<file path="src/rtl/seq_param_rr_grant_enc_if.sv">
// rtl/seq_param_rr_grant_enc_if.sv - request vector and grant handshake bundle for the round-robin encoder
// Ports (signals):
//   req        requester level vector, bit i is requester i
//   grant_val  grant_idx holds a valid winner
//   grant_idx  binary index of the winning requester
//   grant_rdy  consumer accepts the grant (fire = grant_val && grant_rdy)
// Modports: master = arbiter side, slave = requester/consumer side.
interface seq_param_rr_grant_enc_if #(
    parameter int nbits = 8
);
    localparam int iw = $clog2(nbits);

    logic [nbits-1:0] req;
    logic             grant_val;
    logic [iw-1:0]    grant_idx;
    logic             grant_rdy;

    modport master (
        input  req,
        input  grant_rdy,
        output grant_val,
        output grant_idx
    );

    modport slave (
        output req,
        output grant_rdy,
        input  grant_val,
        input  grant_idx
    );
endinterface

</file>
<file path="src/rtl/seq_param_rr_grant_enc.sv">
// rtl/seq_param_rr_grant_enc.sv - round-robin arbiter emitting a registered binary grant index
// Ports:
//   clk      rising-edge clock
//   reset_n  synchronous active-low reset
//   grant    seq_param_rr_grant_enc_if.master (req in, grant_val/grant_idx out, grant_rdy in)
module seq_param_rr_grant_enc #(
    parameter int nbits = 8
) (
    input  logic                            clk,
    input  logic                            reset_n,
    seq_param_rr_grant_enc_if.master        grant
);
    localparam int iw = $clog2(nbits);
    localparam logic [iw-1:0] last_idx = iw'(nbits - 1);

    logic [iw-1:0] ptr;
    logic          val_q;
    logic [iw-1:0] idx_q;

    logic          fire;
    logic          arb_en;
    logic [iw-1:0] ptr_fire;
    logic [iw-1:0] base;
    logic          found_hi;
    logic          found_lo;
    logic [iw-1:0] win_hi;
    logic [iw-1:0] win_lo;
    logic          found;
    logic [iw-1:0] winner;

    always_comb begin
        fire     = val_q && grant.grant_rdy;
        arb_en   = !val_q || grant.grant_rdy;
        // Wrap against nbits-1 so a non power-of-two size never points past the last requester.
        ptr_fire = (idx_q == last_idx) ? '0 : idx_q + iw'(1);
        // In a fire cycle the search already starts from the post-fire pointer.
        base     = fire ? ptr_fire : ptr;

        // Two-segment scan: lowest set bit at or above base wins; otherwise the
        // lowest set bit overall (the wrapped segment). Descending loop so the
        // lowest index is the last one written.
        found_hi = 1'b0;
        found_lo = 1'b0;
        win_hi   = '0;
        win_lo   = '0;
        for (int i = nbits - 1; i >= 0; i--) begin
            if (grant.req[i]) begin
                found_lo = 1'b1;
                win_lo   = iw'(i);
                if (iw'(i) >= base) begin
                    found_hi = 1'b1;
                    win_hi   = iw'(i);
                end
            end
        end
        found  = found_lo;
        winner = found_hi ? win_hi : win_lo;
    end

    always_ff @(posedge clk) begin
        if (!reset_n) begin
            ptr   <= '0;
            val_q <= 1'b0;
            idx_q <= '0;
        end else begin
            if (fire) begin
                ptr <= ptr_fire;
            end
            // A held grant is sticky: nothing reloads until it fires.
            if (arb_en) begin
                val_q <= found;
                if (found) begin
                    idx_q <= winner;
                end
            end
        end
    end

    assign grant.grant_val = val_q;
    assign grant.grant_idx = idx_q;
endmodule

</file>
<file path="src/flat_wrapper.sv">
// flat-port wrapper written by rule: the top's interface ports become plain ports
module seq_param_rr_grant_enc_flat 
#(
    parameter int nbits = 8
)
  (clk, reset_n, grant_req, grant_grant_rdy, grant_grant_val, grant_grant_idx);
  seq_param_rr_grant_enc_if #(.nbits(nbits)) grant_i ();
  input  logic clk;
  input  logic reset_n;
  input wire logic [$bits(grant_i.req)-1:0] grant_req;
  input wire logic [$bits(grant_i.grant_rdy)-1:0] grant_grant_rdy;
  output wire logic [$bits(grant_i.grant_val)-1:0] grant_grant_val;
  output wire logic [$bits(grant_i.grant_idx)-1:0] grant_grant_idx;
  assign grant_i.req = grant_req;
  assign grant_i.grant_rdy = grant_grant_rdy;
  assign grant_grant_val = grant_i.grant_val;
  assign grant_grant_idx = grant_i.grant_idx;
  seq_param_rr_grant_enc #(.nbits(nbits)) u_core (.clk(clk), .reset_n(reset_n), .grant(grant_i));
endmodule
</file>
<file path="config.mk">
export PLATFORM = sky130hd
export DESIGN_NAME = seq_param_rr_grant_enc_flat
export DESIGN_NICKNAME = d
export VERILOG_FILES = /design/src/rtl/seq_param_rr_grant_enc_if.sv /design/src/rtl/seq_param_rr_grant_enc.sv /design/src/flat_wrapper.sv
export SDC_FILE = /design/constraint.sdc
export NUM_CORES = 1
export LEC_CHECK = 0
export CAP_MARGIN = 10
export CORE_MARGIN = 2
export CORE_UTILIZATION = 50
export DETAILED_ROUTE_END_ITERATION = 8
export HOLD_SLACK_MARGIN = 0.06
export PLACE_DENSITY = 0.89
export SETUP_SLACK_MARGIN = 0.4
export SLEW_MARGIN = 20
export SYNTH_ARGS = -nofsm -noshare
export SYNTH_HDL_FRONTEND = slang
export SYNTH_SLANG_ARGS = --single-unit
</file>
<file path="constraint.sdc">
create_clock -name clk -period 3.18 [get_ports clk]
set_clock_uncertainty 0.05 [all_clocks]
set_input_delay 0.636 -clock clk [delete_from_list [all_inputs] [get_ports clk]]
set_output_delay 0.636 -clock clk [all_outputs]
set_load 0.05 [all_outputs]
</file>
==> run_results.csv, run 1 <==
group,metric,value,unit
power,ir_drop,0.000259,V
setup_path,critical_path_arrival,2.70,ns
setup_path,startpoint_type,"input pin",
setup_path,crit_family,"buffers and inverters",
synthesis,synth_ff_type,"dfxtp_1",
power,leakage,0.319,nW
grt,grt_pass1_wl,2.59,mm
synthesis,synth_area_leaders,"dfxtp_1 (21%), a21oi_1 (4.5%), ha_1 (3.7%)",
power,powerDensity,352,nW/um^2
synthesis,syn-num-nets,95,
floorplan,die_w,40.6,um
route,wirelength,1.68,mm
setup_path,worstPathRequired,3.31,ns
sta,min_period,2.57,ns
clocking,cts-root-buf,"clkbuf_4",
synthesis,syn_inst,82,
clocking,numCtsBuffers,3,
route,vias,688,
finish,antennaDiodeCount,0,
clocking,cts_tree,"built",
setup_path,slowest_stage,"clkdlybuf4s50_1",
route,ant_nets,0,
setup_path,max_stage_delay,0.61,ns
setup_path,critPathBufInv,1,
synthesis,syn_avg_cell_area,8.16,um^2
synthesis,netlist_area,669,um^2
grt,grt-ovfl-total,0,
route,drtIter0Drc,27,
placement,placedCellCount,109,
clocking,clock-sinks,7,
route,drt-wirelength-per-cell,14.8,um
finish,layout.nets,112,
finish,layoutNonFillerInstCount,113,
setup_path,reg2reg_depth,8,
finish,area_growth_syn_to_layout,25.2,%
sta,fmax,389,MHz
worst_hold_path,whs_path_depth,2,
floorplan,die_area,1650,um^2
setup_path,crit_type,"input pin to register",
placement,gp_congestion,0.856,
sta,finalMaxSlewViolations,0,
synthesis,synth_edf_count,0,
clocking,clock_path_buffers,2,
synthesis,ys_ff_latch,7,
clocking,clk_pin_slew,0.06,ns
route,via_per_inst,6.09,
sta,relSlewSlack,0.619,
synthesis,yosys_warnings,0,
clocking,clk_latency,0.26,ns
worst_hold_path,hold_class,"register to register",
setup_path,end_kind,"register",
sta,setup_violations,0,
synthesis,synth-async-reset-ratio,0,
sta,fin_setup_tns,0,ns
clocking,htreeDepth,1,
floorplan,ios,15,
route,drt-pass1-iter-count,4,
clocking,cts_setup_buffers,0,
grt,antenna_found_initial,0,
synthesis,ys_top_cells_by_count,"dfxtp_1 (7), a21oi_1 (6), nor2_1 (6), inv_1 (5), o21ai_0 (5)",
route,drc,0,
synthesis,synth.most_common_cell,"dfxtp_1",
placement,io_buffers,14,
grt,grt_pass1_vias,589,
sta,rsz0062_at_grt,"false",
synthesis,ys_seq_area_frac,0.209,
setup_path,cp_cell_sequence,"clkdlybuf4s50_1 -> and2_1 -> mux2i_4 -> mux2i_1 -> o221ai_1 -> a21o_1 -> a211oi_1",
status,status,"completed",
grt,grt_max_degree,10,
floorplan,initial_core_util,0.528,
finish,drive_gt1_frac,0.173,
setup_path,cp.depth,7,
sta,finalCritPeriodShare,0.808,
sta,worst_pin_slew,0.567,ns
synthesis,yosysUniqueCellTypes,42,
sta,hold_viol_final,0,
clocking,cts_resized,0,
setup_path,path_max_fanout,8,
job,drv_cap,0,
placement,dp_hpwl,1.30,mm
clocking,postCtsHoldBufs,0,
floorplan,die_height,40.6,um
grt,grt_use_total,0.240,
synthesis,synth_top_area_frac,0.209,
floorplan,num_rows,13,
synthesis,yosys.area.top_type,"dfxtp_1",
floorplan,coreArea,1270,um^2
-- layer usage --
metal	part of all wire	vias to the layer above	global-route usage	routed length, um
li1	-	341	-	-
met1	0.45	315	0.286	746
met2	0.47	26	0.401	783
met3	0.060	6	0.0444	100
met4	0.026	0	0.125	44
met5	0	-	0	0
-- final timing paths --
path | startpoint | end | slack [ns]
worst max register to register | u_core.grant.grant_idx[0] | u_core.grant.grant_idx[0] | 0.79
worst max-delay path | grant_grant_rdy | u_core.grant.grant_idx[0] | 0.61
worst min-delay path | u_core.grant.grant_idx[2] | u_core.grant.grant_idx[2] | 0.44
worst min register to register | u_core.grant.grant_idx[2] | u_core.grant.grant_idx[2] | 0.44
-- state kept, by name, indices dropped and copies added (netlist names) --
register                flops
u_core.grant.grant_idx      3
u_core.ptr                  3
u_core.grant.grant_val      1
-- through the flow --
stage	setup WS [ns]	area, um^2	utilization	power (mW)	hold slack (ns)
final	0.609	838	0.661	0.295	0.437
after global routing	0.442	838	0.661	0.309	0.468
after CTS	0.628	838	0.661	0.297	0.442
after detailed placement	0.379	812	0.640	0.210	0.429
after global placement	0.456	812	0.640	0.209	0.429
after floorplan	0.749	669	-	0.175	0.637
-- layout make-up --
cell class	instances	area, um^2
repair buffers	14	140
clock buffers	4	26.3
multi-input cells	68	494
well taps	15	18.8
flip-flops and latches	7	140
fillers	110	430
inverters	5	18.8
-- layout by cell type, fill, tap and decap left out, types with 2 or more instances in the layout --
cell	Yosys	routed
ha_1	2	2
nand2_1	4	4
nor4_1	2	2
dfxtp_1	7	7
a21o_2	2	2
nor3_1	2	2
nor2b_1	2	2
o211ai_1	2	2
a21boi_0	2	2
o21ai_0	5	5
and2b_2	2	2
nor2_1	6	6
nand3_1	2	2
a21oi_1	6	6
a21bo_2	2	2
clkbuf_4	0	3
clkdlybuf4s50_1	0	14
inv_1	5	5
and2_1	2	2
a211oi_1	3	3
-- tightest hold or removal path, delay by kind of cell, from the launching register on --
family	cells	cell delay, ns
AND/OR/NAND/NOR	1	0.08
flip-flops	1	0.32
AO/OA/AOI/OAI	1	0.04
-- kinds of logic after synthesis --
kind of cell,count (synthesis),share of synthesized area
AO/OA/AOI/OAI,31,0.348
adder cells (fa/ha/maj),2,0.0374
buffers and inverters,7,0.0523
flip-flops,7,0.209
multiplexers,2,0.0486
AND/OR/NAND/NOR,33,0.305
-- report_power, final --
group	internal (mW)	switching, mW	total [mW]
Clock	0.0481	0.0363	0.0844
Combinational	0.0493	0.0598	0.109
Sequential	0.0940	0.00723	0.101
No activity file was read; power rests on OpenSTA's default activity.
==> run 2: changes to the inputs <==
CORE_UTILIZATION = 43   (was 50)
PLACE_DENSITY = 0.83   (was 0.89)
clock period = 2.2 ns   (was 3.18 ns; I/O delays follow)
==> run 2 against run 1 <==
  * Critical path depth grew 1
  * Routed wire length grew 22%
  * Sequential power grew 47%
==> run_results.csv, run 2 (synthesis gave the netlist of run 1 again) <==
group,metric,value,unit
setup_path,max_stage_delay,0.38,ns
sta,finalMaxSlewViolations,0,
route,ant_nets,0,
sta,finalCritPeriodShare,0.947,
clocking,clock_path_buffers,2,
setup_path,r2r_start,"u_core.grant.grant_idx[0]",
route,drc,0,
finish,finish.utilization,0.721,
placement,dp_hpwl,1.53,mm
route,drtIter0Drc,36,
route,vias,758,
grt,grt_pass1_wl,3.42,mm
job,drv_cap,0,
finish,antennaDiodeCount,0,
setup_path,critical_path_arrival,2.23,ns
floorplan,initial_core_util,0.450,
finish,regArea,150,um^2
grt,grt_max_degree,10,
grt,grt_use_total,0.246,
floorplan,die_height,43.5,um
sta,min_period,2.08,ns
route,via_per_inst,5.74,
setup_path,path_max_fanout,4,
setup_path,crit_family,"compound AO/OA/AOI/OAI gates",
clocking,clock-sinks,7,
setup_path,critPathBufInv,0,
route,wirelength,2.05,mm
sta,worst_pin_slew,0.491,ns
clocking,cts-root-buf,"clkbuf_4",
status,status,"completed",
power,leakage,0.439,nW
finish,layout.nets,130,
setup_path,startpoint_type,"register",
finish,fillers,113,
setup_path,worstPathRequired,2.34,ns
finish,drive_gt1_frac,0.431,
power,powerDensity,459,nW/um^2
floorplan,coreArea,1490,um^2
finish,multi_input_area,588,um^2
clocking,numCtsBuffers,3,
route,drt-pass1-iter-count,4,
setup_path,slowest_stage,"o311a_4",
worst_hold_path,hold-path-endpoint,"u_core.grant.grant_idx[2]",
worst_hold_path,min_from,"u_core.grant.grant_idx[2]",
placement,io_buffers,14,
sta,setup_ws,0.116,ns
sta,whs,0.441,ns
finish,layout_commonest_cell,"buf_4",
setup_path,end_kind,"register",
worst_hold_path,hold_class,"register to register",
placement,placedCellCount,125,
floorplan,ios,15,
grt,grt_pass1_vias,724,
finish,mostFrequentLayoutCells,"buf_4 (18), clkdlybuf4s50_1 (9), nor2_1 (6)",
placement,gp_congestion,0.842,
floorplan,die_w,43.5,um
clocking,postCtsHoldBufs,0,
setup_path,crit_type,"register to register",
sta,hold_viol_final,0,
floorplan,num_rows,14,
setup_path,r2r-end,"u_core.grant.grant_idx[2]",
placement,place_ws,-0.335,ns
setup_path,regToRegSetupSlack,0.12,ns
grt,antenna_found_initial,0,
route,drt-wirelength-per-cell,15.5,um
setup_path,cp_cell_sequence,"ha_4 -> ha_4 -> nand4bb_4 -> and2_4 -> o311a_4 -> nor3_4 -> a21bo_1 -> a21boi_2",
power,ir_drop,0.000431,V
clocking,clk_pin_slew,0.06,ns
sta,rsz0062_at_grt,"true",
sta,fmax,480,MHz
setup_path,reg2reg_depth,8,
floorplan,die_area,1890,um^2
clocking,cts_tree,"built",
grt,grt-ovfl-total,0,
clocking,htreeDepth,1,
sta,relSlewSlack,0.674,
clocking,clk_latency,0.27,ns
worst_hold_path,whs_path_depth,2,
setup_path,crit_path_frequent_cell,"ha_4",
sta,setup_violations,0,
finish,area_growth_syn_to_layout,60.4,%
finish,layoutNonFillerInstCount,132,
## run 2: changes by cell type in the layout (fill, tap and decap cells not counted), moves of 3 or more
cell / previous run / this run
buf_4: 0 / 18
and2_4: 0 / 3
dlygate4sd2_1: 0 / 5
dfxtp_1: 7 / 3
clkdlybuf4s50_1: 14 / 9
## run 2: worst max path at each step
stage / startpoint / to / slack (ns) / depth (start not counted)
floorplan: u_core.grant.grant_idx[0] / u_core.grant.grant_idx[2] / 0.04 / 9
global placement: grant_grant_rdy / u_core.grant.grant_idx[0] / -0.22 / 7
detailed placement: grant_grant_rdy / u_core.grant.grant_idx[0] / -0.33 / 7
CTS: u_core.grant.grant_idx[0] / u_core.grant.grant_idx[0] / 0.12 / 10
global route: u_core.grant.grant_idx[0] / u_core.grant.grant_idx[0] / 0.03 / 8
finish: u_core.grant.grant_idx[0] / u_core.grant.grant_idx[2] / 0.12 / 8
## run 2: routing by layer
| layer | share of wire | GRT usage | vias up | routed length [um] |
|---|---|---|---|---|
| met1 | 0.45 | 0.301 | 363 | 924 |
| li1 | - | - | 373 | - |
| met2 | 0.51 | 0.433 | 20 | 1050 |
| met5 | 0 | 0 | - | 0 |
| met4 | 0.0088 | 0.0727 | 0 | 18 |
| met3 | 0.025 | 0.0500 | 2 | 51 |
## run 2: worst min-delay path, delay by kind of cell, from the launching register on
family,cells,cell delay (ns)
AND/OR/NAND/NOR,1,0.07
flip-flops,1,0.34
AO/OA/AOI/OAI,1,0.04
## run 2: per-stage QoR
stage               instance area [um^2]  setup TNS (ns)  power (mW)
floorplan                            711               0       0.264
global placement                     961          -0.480       0.336
detailed placement                   961          -0.757       0.341
CTS                                 1030               0       0.474
global route                        1070               0       0.517
finish                              1070               0       0.492
## run 2: what timing repair did
item                       4_1_cts  5_1_grt
pin swaps                        6        7
resized for setup               18        5
setup endpoints to repair        8        3
buffers inserted                 2        1
## run 2: power by group
group / switching, mW / internal, mW / leakage (nW)
Combinational: 0.110 / 0.110 / 0.362
Clock: 0.0573 / 0.0670 / 0.0177
Sequential: 0.0111 / 0.137 / 0.0593
## run 2: area by class of cell
type,count,area share
Multi-Input combinational cell,68,0.548
Clock inverter,1,0.00466
Clock buffer,3,0.0210
Timing Repair Buffer,32,0.251
Inverter,5,0.0175
Tap cell,16,0.0186
Sequential cell,7,0.140
==> run 3: changes to the inputs <==
GPL_ROUTABILITY_DRIVEN = 0   (was not set)
SKIP_LAST_GASP = 1   (was not set)
==> results of run 3 <==
No change in the layout: final DEF, timing and power equal those of run 2.
==> RTL edit, RTL diff (flow settings as in run 2) <==
Make the reset (`reset_n`) asynchronous in one clocked block. Comments in the files are not updated.
--- a/src/rtl/seq_param_rr_grant_enc.sv
+++ b/src/rtl/seq_param_rr_grant_enc.sv
@@ -59,3 +59,3 @@
 
-    always_ff @(posedge clk) begin
+    always_ff @(posedge clk or negedge reset_n) begin
         if (!reset_n) begin
Behaviour: differs if reset_n is asserted again (counterexample within 4 cycles, from zero or initial values and one cycle with reset_n low); with reset_n held inactive, the same outputs for 10 cycles.
==> RTL edit against run 2 <==
Sequential cell count stayed put. Critical path depth is 1 lower. Routed wire length is 18% lower. Sequential share of layout area is 4.4 points higher. Synthesized cell count is 21% lower. Final area is 9.2% lower. Synthesized area is 11% lower. Setup slack better by 0.15 ns. Die area is 9.9% lower. Utilization is 2.8 points higher. Largest cell class unchanged.
Power is not compared: it rests on default switching activity, and its combinational part moved more than twofold at a synthesized area within 25%.
==> RTL edit: results (changes against run 2) <==
stage;metric;value;unit;change
run_status;status;finished clean;;unchanged
hold_path;min_path_type;in2async;;was reg2reg
placed_design;dp_hpwl;1.16;mm;was 1.53 mm
logic_synthesis;yosysWarnings;0;;unchanged
clocking;clk_path_buf_depth;2;;unchanged
final_layout;diodes;0;;unchanged
detailed_routing;drt-initial-drc-count;17;;was 36
final_layout;fin_cells;111;;was 132
logic_synthesis;synthXorXnorAreaFrac;0;%;unchanged
worst_setup_path;worst_ep_arrival_time;2.02;ns;was 2.23 ns
placed_design;dp_slack;-0.0435;ns;was -0.335 ns
detailed_routing;routed_via_density;5.92;;was 5.74
clocking;cts_buffers;3;;unchanged
global_route;grt_pass1_vias;638;;was 724
logic_synthesis;syn-num-nets;78;;was 95
final_layout;final_net_count;110;;was 130
clocking;clk_pin_slew_worst_paths;0.05;ns;
detailed_routing;wl;1.67;mm;was 2.05 mm
clocking;root_buffer;clkbuf_4;;unchanged
detailed_routing;dr.pass1.iters;4;;unchanged
logic_synthesis;synthTopCellsByArea;dfrtp_1, mux2i_4, ha_1;;was dfxtp_1, a21oi_1, ha_1
placed_design;place.gp.congestion;0.910;;was 0.842
worst_setup_path;critPathMaxFanout;4;;unchanged
logic_synthesis;async_reset_ff_share;100;%;was 0%
pwr;irDropWorstVdd;0.487;mV;
worst_setup_path;crit_slowest_cell;dfrtp_2;;was o311a_4
global_route;antenna_found_initial;0;;unchanged
logic_synthesis;synth-compound-area-share;23.7;%;was 34.8%
pwr;power.leakage;0.402;nW;
placed_design;io_buffers;14;;unchanged
clocking;worst_skew_pair.late_latency;0.25;ns;was 0.27 ns
global_route;grt_pass1_wl;2.65;mm;was 3.42 mm
global_route;grt_usage;24.5;%;was 24.6%
worst_setup_path;worst_path_largest_cell_delay;0.42;ns;was 0.38 ns
logic_synthesis;synth_mux_area_share;11.5;%;was 4.86%
global_route;grt_max_degree;8;;was 10
timing;tightest_slew;0.483;ns;was 0.491 ns
logic_synthesis;synth_common_cells;dfrtp_1, inv_1, nand2_1;;was dfxtp_1, a21oi_1, nor2_1
logic_synthesis;ys_seq_area_share;29.4;%;was 20.9%
final_layout;drive_gt1_share;37.5;%;was 43.1%
logic_synthesis;synth-adder-area-share;4.19;%;was 3.74%
clocking;cts_max_level;1;;unchanged
logic_synthesis;ys.flop_type;dfrtp_1;;was dfxtp_1
placed_design;dp.cells;101;;was 125
logic_synthesis;postSynthCellCount;65;;was 82
logic_synthesis;ys_types;32;;was 42
-- RTL edit: cell types whose count changed in the layout (fill, tap and decap cells not counted), moves of 3 or more --
| cell | before | now |
|---|---|---|
| dfrtp_1 | 0 | 4 |
| and2_4 | 3 | 0 |
| dfxtp_1 | 3 | 0 |
| dfrtp_2 | 0 | 3 |
| buf_4 | 18 | 13 |
-- RTL edit: worst max-delay path: cells and delay by family, from the launching register on --
family	cells	cell delay [ns]
simple gates	2	0.38
flops	1	0.42
fa+ha+maj	2	0.45
compound gates	3	0.53
-- RTL edit: cell families after synthesis --
family / Yosys count
DFF: 7
buffers and inverters: 6
adders and majority gates: 2
AOI/OAI and AO/OA: 18
and+or+nand+nor: 28
muxes: 4
-- RTL edit: report_power, final --
group	switching (mW)	internal [mW]	total, mW
Clock	0.0460	0.0691	0.115
Combinational	0.474	0.426	0.900
Sequential	0.0692	0.191	0.260
Total	0.589	0.686	1.28
-- RTL edit: cell type report --
class	count	area (sq um)
Multi-Input combinational cell	52	497
Inverter	6	22.5
Sequential cell	7	179
Fill cell	99	327
Clock buffer	4	26.3
Tap cell	15	18.8
Timing Repair Buffer	27	231
-- RTL edit: path summary, 6_finish.rpt --
check,startpoint,endpoint,slack [ns],depth (start not counted)
max,u_core.grant.grant_idx[0],u_core.grant.grant_idx[2],0.27,7
min,reset_n,u_core.ptr[0],0.39,1
max reg2reg,u_core.grant.grant_idx[0],u_core.grant.grant_idx[2],0.27,7
min reg2reg,u_core.grant.grant_idx[2],u_core.grant.grant_idx[2],0.51,1
max in group asynchronous,reset_n,u_core.grant.grant_idx[2],1.47,1
min in group clk,u_core.grant.grant_idx[2],u_core.grant.grant_idx[2],0.51,1
-- RTL edit: metal layers --
metal	vias up	wire length, um	track usage [%]
met5	-	0	0
met4	0	27	16.1
met3	4	70	2.72
met2	27	905	45.3
met1	310	665	25.5
li1	316	-	-
-- RTL edit: stage by stage --
stage               utilization, %  cell area (sq um)
global placement              65.2                848
floorplan                        -                637
global route                  74.9                975
finish                        74.9                975
CTS                           73.4                955
detailed placement            65.2                848
-- RTL edit: timing repair --
item	in CTS	in global routing
setup endpoints to repair	7	3
gates resized for setup	13	1
pin swaps	8	11
buffers inserted	4	2
